$ cat src/rtl/mmio_io_responder.sv
// Device-side MMIO responder: byte TX FIFO drained over valid/ready, and a single-entry
// RX latch that raises irr until the CPU acknowledges.
module mmio_io_responder #(
  parameter logic [31:0] TX_ADDR   = 32'h0000_1000,
  parameter logic [31:0] CTRL_ADDR = 32'h0000_1004,
  parameter int unsigned DEPTH     = 4
) (
  input  logic        clk,
  input  logic        rst_n,
  input  logic [31:0] addr,
  input  logic        w_req,
  input  logic [31:0] w_data,
  output logic        w_busy,
  output logic        irr,
  output logic [31:0] r_data,
  input  logic        ack,
  output logic        out_valid,
  output logic [7:0]  out_data,
  input  logic        out_ready,
  input  logic        in_valid,
  input  logic [7:0]  in_data,
  output logic        err_tx_ovf,
  output logic        err_rx_ovr
);

  localparam int unsigned PtrW = (DEPTH > 1) ? $clog2(DEPTH) : 1;
  localparam int unsigned CntW = $clog2(DEPTH + 1);
  localparam logic [CntW-1:0] CntFull = CntW'(DEPTH);

  typedef enum logic [0:0] {StIdle, StPend} rx_state_e;

  logic [7:0]      mem_q [DEPTH];
  logic [PtrW-1:0] head_q, head_d, tail_q, tail_d;
  logic [CntW-1:0] count_q, count_d;
  logic            err_tx_ovf_q, err_tx_ovf_d;
  logic            err_rx_ovr_q, err_rx_ovr_d;
  logic [31:0]     r_data_q, r_data_d;
  rx_state_e       state_q, state_d;

  logic push, push_ok, pop, ctrl_wr, flush, clr_err, full, rx_load, rx_drop;

  logic unused_wdata;
  assign unused_wdata = ^w_data[31:8];

  assign full    = (count_q == CntFull);
  assign push    = w_req && (addr == TX_ADDR);
  assign ctrl_wr = w_req && (addr == CTRL_ADDR);
  assign flush   = ctrl_wr && w_data[0];
  assign clr_err = ctrl_wr && w_data[1];
  assign push_ok = push && !full;
  // A flush in the same cycle swallows any pop the sink attempted.
  assign pop     = (count_q != '0) && out_ready && !flush;

  always_comb begin
    head_d  = head_q;
    tail_d  = tail_q;
    count_d = count_q;
    if (flush) begin
      head_d  = '0;
      tail_d  = '0;
      count_d = '0;
    end else begin
      if (push_ok) tail_d = tail_q + 1'b1;
      if (pop)     head_d = head_q + 1'b1;
      count_d = count_q + CntW'(push_ok) - CntW'(pop);
    end
  end

  always_ff @(posedge clk or negedge rst_n) begin
    if (!rst_n) begin
      for (int i = 0; i < DEPTH; i++) mem_q[i] <= 8'h00;
      head_q  <= '0;
      tail_q  <= '0;
      count_q <= '0;
    end else begin
      if (push_ok) mem_q[tail_q] <= w_data[7:0];
      head_q  <= head_d;
      tail_q  <= tail_d;
      count_q <= count_d;
    end
  end

  // RX interrupt FSM: state register.
  always_ff @(posedge clk or negedge rst_n) begin
    if (!rst_n) state_q <= StIdle;
    else        state_q <= state_d;
  end

  // RX interrupt FSM: next state.
  always_comb begin
    state_d = state_q;
    unique case (state_q)
      StIdle: if (in_valid)        state_d = StPend;
      StPend: if (ack && !in_valid) state_d = StIdle;
      default:                     state_d = StIdle;
    endcase
  end

  // RX interrupt FSM: outputs and datapath controls.
  always_comb begin
    irr     = 1'b0;
    rx_load = 1'b0;
    rx_drop = 1'b0;
    unique case (state_q)
      StIdle: rx_load = in_valid;
      StPend: begin
        irr     = 1'b1;
        rx_load = in_valid && ack;
        rx_drop = in_valid && !ack;
      end
      default: ;
    endcase
  end

  always_comb begin
    r_data_d     = rx_load ? {24'h0, in_data} : r_data_q;
    err_tx_ovf_d = clr_err ? 1'b0 : (err_tx_ovf_q || (push && full));
    err_rx_ovr_d = clr_err ? 1'b0 : (err_rx_ovr_q || rx_drop);
  end

  always_ff @(posedge clk or negedge rst_n) begin
    if (!rst_n) begin
      r_data_q     <= '0;
      err_tx_ovf_q <= 1'b0;
      err_rx_ovr_q <= 1'b0;
    end else begin
      r_data_q     <= r_data_d;
      err_tx_ovf_q <= err_tx_ovf_d;
      err_rx_ovr_q <= err_rx_ovr_d;
    end
  end

  assign w_busy     = full;
  assign out_valid  = (count_q != '0);
  assign out_data   = out_valid ? mem_q[head_q] : 8'h00;
  assign r_data     = r_data_q;
  assign err_tx_ovf = err_tx_ovf_q;
  assign err_rx_ovr = err_rx_ovr_q;

endmodule

$ cat config.mk
export PLATFORM = sky130hd
export DESIGN_NAME = mmio_io_responder
export DESIGN_NICKNAME = d
export VERILOG_FILES = /design/src/rtl/mmio_io_responder.sv
export SDC_FILE = /design/constraint.sdc
export NUM_CORES = 1
export LEC_CHECK = 0
export CORE_MARGIN = 5
export CORE_UTILIZATION = 42
export DETAILED_ROUTE_END_ITERATION = 8
export PLACE_DENSITY = 0.8
export SETUP_SLACK_MARGIN = 0.4
export SLEW_MARGIN = 10
export SYNTH_ARGS = -nofsm -noshare
export SYNTH_HDL_FRONTEND = slang
export SYNTH_SLANG_ARGS = --single-unit
$ cat constraint.sdc
create_clock -name clk -period 3.25 [get_ports clk]
set_clock_uncertainty 0.15 [all_clocks]
set_input_delay 0.8125 -clock clk [delete_from_list [all_inputs] [get_ports clk]]
set_output_delay 0.8125 -clock clk [all_outputs]
set_load 0.02 [all_outputs]
# After elaboration in Yosys (flattened, before gate mapping)
# Cells that the tools add are included.
dict set report op_classes {
  add_sub_neg 4
  n_eq_ne 3
  div_mod_pow 0
  magnitude_cmp 3
  reduce_logical 21
  n_mux 20
  shifts 0
  multipliers 0
  bitwise 3
}
# op n
set ops {}
lappend ops {{== test 32 x 13 -> 1 bit (second input constant)} 2}
lappend ops {{bitwise mux 32 bit} 1}
lappend ops {{two-way mux 8 bit} 4}
lappend ops {{binary-select mux 8 bit (select 2 bit)} 1}
lappend ops {{demux 8 bit (select 2 bit)} 1}
lappend ops {{logical AND 1 bit} 12}
lappend ops {{two-way mux 2 bit} 4}
lappend ops {{>= comparator 3 bit (second input constant)} 2}
lappend ops {{two-way mux 1 bit} 6}
lappend ops {{inverter 2 -> 3 bit} 2}
lappend ops {{adder 2 x 1 -> 2 bit (second input constant)} 2}
lappend ops {{zero test 1 bit} 4}
lappend ops {{case mux 1 bit (2 select lines)} 2}
lappend ops {{nonzero test 2 bit} 2}
lappend ops {{adder 3 x 1 -> 3 bit} 1}
lappend ops {{== test 3 bit (second input constant)} 1}
lappend ops {{less-than comparator 3 x 1 -> 1 bit (second input constant)} 1}
lappend ops {{two-way mux 3 bit} 1}
lappend ops {{nonzero test 3 bit} 1}
lappend ops {{subtractor 3 x 1 -> 3 bit} 1}
lappend ops {{logical OR 1 bit} 2}
lappend ops {{inverter 1 bit} 1}
dict set report word_totals {
  input_bits 78
  n_memories 0
  rom_bits 0
  mem_bits_rw 0
  output_inout_bits 45
  wordCells 65
  regBits 50
  latch_bits 0
}

# Depth between registers and ports, before layout
dict set report depth {
  ltp_word 7
  ltp_mapped 13
  depth_no_buf 12
}

# Worst setup path after synthesis
# No wires, ideal clock.
dict set report synth_timing {
  kind {input port to flip-flop}
  startpoint {input addr[16]}
  endpoint {register count_q[2]}
  setup_ns 0.082
  n_path_buf 0
  arrival_ns 3.077
  slack_ns -0.058
  cell_stages 12
  required_time_ns 3.018
  path_cell_list {nor4_2 > nand4_4 > nor2_1 > a31oi_1 > ha_1 > inv_1 > ha_1 > inv_1 > fa_1 > xor2_1 > xnor2_1 > a31oi_1}
}
dict set report synth_via {
  elab_chain_len 7
  elab_cells_between_ends 11
}
# item line_no
set synth_lines {}
lappend synth_lines {{start: declaration} 10} ;# input logic [31:0] addr,
lappend synth_lines {{parallel branches: the longest is 6 deep, another holds adder 3 x 1 -> 3 bit} -}
lappend synth_lines {{two-way mux 3 bit (*)} 58} ;# if (flush) begin
lappend synth_lines {{named net count_d[2]} 34} ;# logic [CntW-1:0] count_q, count_d;
lappend synth_lines {{end signal: assignment} 79} ;# count_q <= count_d;
lappend synth_lines {{end: declaration} 34}
# Mark *: on every way through the listed nets, which the timed path passes.
# A chain may end at the register's enable or synchronous reset.

# Worst setup path after layout
dict set report layout_timing {
  startpoint {input w_req}
  endpoint {register count_q[2]}
}
dict set report layout_via {
  elab_chain_len 6
  elab_cells_between_ends 9
}
# item line_no
set layout_lines {}
lappend layout_lines {{start: declaration} 11} ;# input logic w_req,
lappend layout_lines {{parallel branches: the longest is 5 deep, another holds adder 3 x 1 -> 3 bit} -}
lappend layout_lines {{two-way mux 3 bit (*)} 58}
lappend layout_lines {{named net count_d[2]} 34}
# Marks and branches as above.

==> flow_summary.toml <==
[run_status]
outcome = "finished, final reports clean"

[setup_path]
startpoint_type = "primary input"
cp.required_ns = 3.32
path_max_fanout = 3
crit_type = "in -> reg"
rrSetupSlack_ns = 0.62
critPathCaptureType = "flop"
arrival_ns = 2.99

[drt]
first_pass_iters = 4
dr_total_vias = 1815
route.detailed.drc = 0
viasPerCell = 4.87
ant_nets = 0
wl_per_cell_um = 15.8
dr.first_iter.drc_count = 48
wl_um = 5880

[cts]
cts_tree = "built"
htreeDepth = 2
cts_made_buffers = 5
clkTransAtPathRegs_ns = 0.09
clockBufferDepth = 2
insertion_delay_ns = 0.30
numClockSinks = 50
root_buffer = "clkbuf_8"

[synth]
seq_area_frac_synth_pct = 45.1
ys_ff_latch = 50
synth_top_family_by_area = "multiplexers"
synth_edf_count = 0
synthArstFlopShare_pct = 100
synth_xor_area_share_pct = 1.26
synth_compound_area_share_pct = 3.21
synth_cells = 198
ys.flop_type = "dfrtp_1"
synth-adder-area-share_pct = 3.43
synth_warnings = 0
synthMuxAreaShare_pct = 24.2
avgSynthCellArea_um2 = 14.0
ys_types = 35
synthSimpleGateAreaFrac_pct = 13.7
syn_area_mm2 = 0.00277

[power]
total_power_w = 0.00122
vdd_drop_max_uv = 278
power_density_mw_per_mm2 = 325
p_leak_nw = 1.76

[placement]
port_buffers = 74
detailed_place_hpwl_um = 4460
gp_congestion = 0.809
place_area_mm2 = 0.00368

[global_route]
grt_usage_pct = 14.4
grt_max_degree = 22
grt_pass1_wl_um = 9690
antenna_found_initial = 0
grt_pass1_vias = 2008
overflow = 0

[floorplanning]
dieHeight_um = 91.2
dieArea_mm2 = 0.00832
start_util_pct = 43.4
core_area_mm2 = 0.00639
num_rows = 29
fp.dieW_um = 91.2
pin_count = 123

[final_layout]
drive_gt1_share_pct = 42.9
n_antenna_cell = 0
final_cell_mix = "50 x dfrtp_1, 32 x mux2_2, 32 x clkdlybuf4s50_1, 24 x conb_1, 21 x buf_4"
area_delta_synth_final_pct = 34.9
nets = 380
layout_commonest_cell = "dfrtp_1"
fin_area_mm2 = 0.00374

[timing]
hold_viol = 0
period_share_pct = 89.8
fmax_mhz = 343
setup_viol = 0
finalMaxSlewViolations = 0
min_period_ns = 2.92
grt_setup_unrepaired = "yes"

[hold_path]
hold_class = "in -> async"

[flow_run]
drv_cap = 0
-- cell families after synthesis --
| family | after synthesis |
|---|---|
| fa+ha+maj | 7 |
| compound gates | 12 |
| simple gates | 34 |
| buf+inv | 41 |
| mux | 49 |
| flops | 50 |
| xor+xnor | 4 |
| other cells | 1 |
-- state kept, by name, summed over array words and instances, names as in the netlist --
| signal | cells |
|---|---|
| head_q | 2 |
| state_q | 1 |
| r_data | 8 |
| count_q | 3 |
| err_tx_ovf | 1 |
| tail_q | 2 |
| mem_q | 32 |
| err_rx_ovr | 1 |
-- what timing repair did --
action,4_1_cts,5_1_grt
setup endpoints to repair,11,10
pin swaps,17,9
gates cloned,0,0
hold buffers,0,0
buffers inserted,4,2
resized for setup,110,21
-- cell type report --
cell class                      count  area (µm²)
Clock buffer                        6        82.6
Clock inverter                      2        12.5
Fill cell                         523        2650
Inverter                           11        41.3
Multi-Input combinational cell    130        1430
Sequential cell                    50        1250
Tap cell                           77        96.3
Timing Repair Buffer               97         826
-- cell usage after synthesis, types with 3 or more instances --
cell       n  area [µm²]
ha_1       6        75.1
mux2_2    32         360
mux4_2     8         180
nor4_4     7         149
nand2_1    4        15.0
a31oi_1    7        43.8
mux2_4     8         120
xor2_1     3        26.3
inv_1     11        41.3
clkbuf_1   3        11.3
buf_4     24         180
dfrtp_1   50        1250
nor4_2     3        37.5
and2_1     8        50.1
-- report_power, final --
| part | internal, W | switching [W] |
|---|---|---|
| clock network | 0.000171 | 0.000206 |
| logic | 0.0000907 | 0.000103 |
| registers | 0.000637 | 0.00000758 |
| total | 0.000899 | 0.000316 |
-- per-layer routing --
layer | up-vias | GRT usage [%] | routed length (µm)
met3 | 6 | 3.72 | 357
met2 | 58 | 25.2 | 3100
li1 | 857 | - | -
met1 | 894 | 17.4 | 2360
met4 | 0 | 4.40 | 55
met5 | - | 0 | 0
-- critical path, stage by stage --
cell           delay (ns)
dlygate4sd2_1        0.20
nor4b_4              0.25
nand4_4              0.18
nor3_4               0.22
inv_1                0.06
ha_1                 0.28
inv_1                0.06
ha_2                 0.16
inv_2                0.04
fa_2                 0.32
xor2_1               0.15
xnor2_1              0.12
a31oi_1              0.14
-- stage by stage --
stage          util, %  hold WS, ns  setup TNS (ns)  worst slack (ns)  instances
2_1_floorplan        -        0.303               0            0.0978        221
3_3_place_gp      57.7        0.328          -0.463            -0.301        359
3_5_place_dp      57.7        0.343          -0.507            -0.324        359
4_1_cts           58.2        0.261               0             0.328        371
5_1_grt           58.5        0.275               0             0.237        373
6_report          58.5        0.260               0             0.333        373
-- path summary, 6_finish.rpt --
| kind | end | startpoint | cells after the start |
|---|---|---|---|
| setup / recovery | count_q[2] | w_req | 13 |
| min in group clk | r_data[5] | r_data[5] | 1 |
| setup reg to reg | count_q[2] | count_q[1] | 11 |
| hold reg to reg | r_data[5] | r_data[5] | 1 |
| hold / removal | mem_q[3] | rst_n | 1 |
| max in group asynchronous | mem_q[7] | rst_n | 2 |
Power figures use the tool's default switching activity.
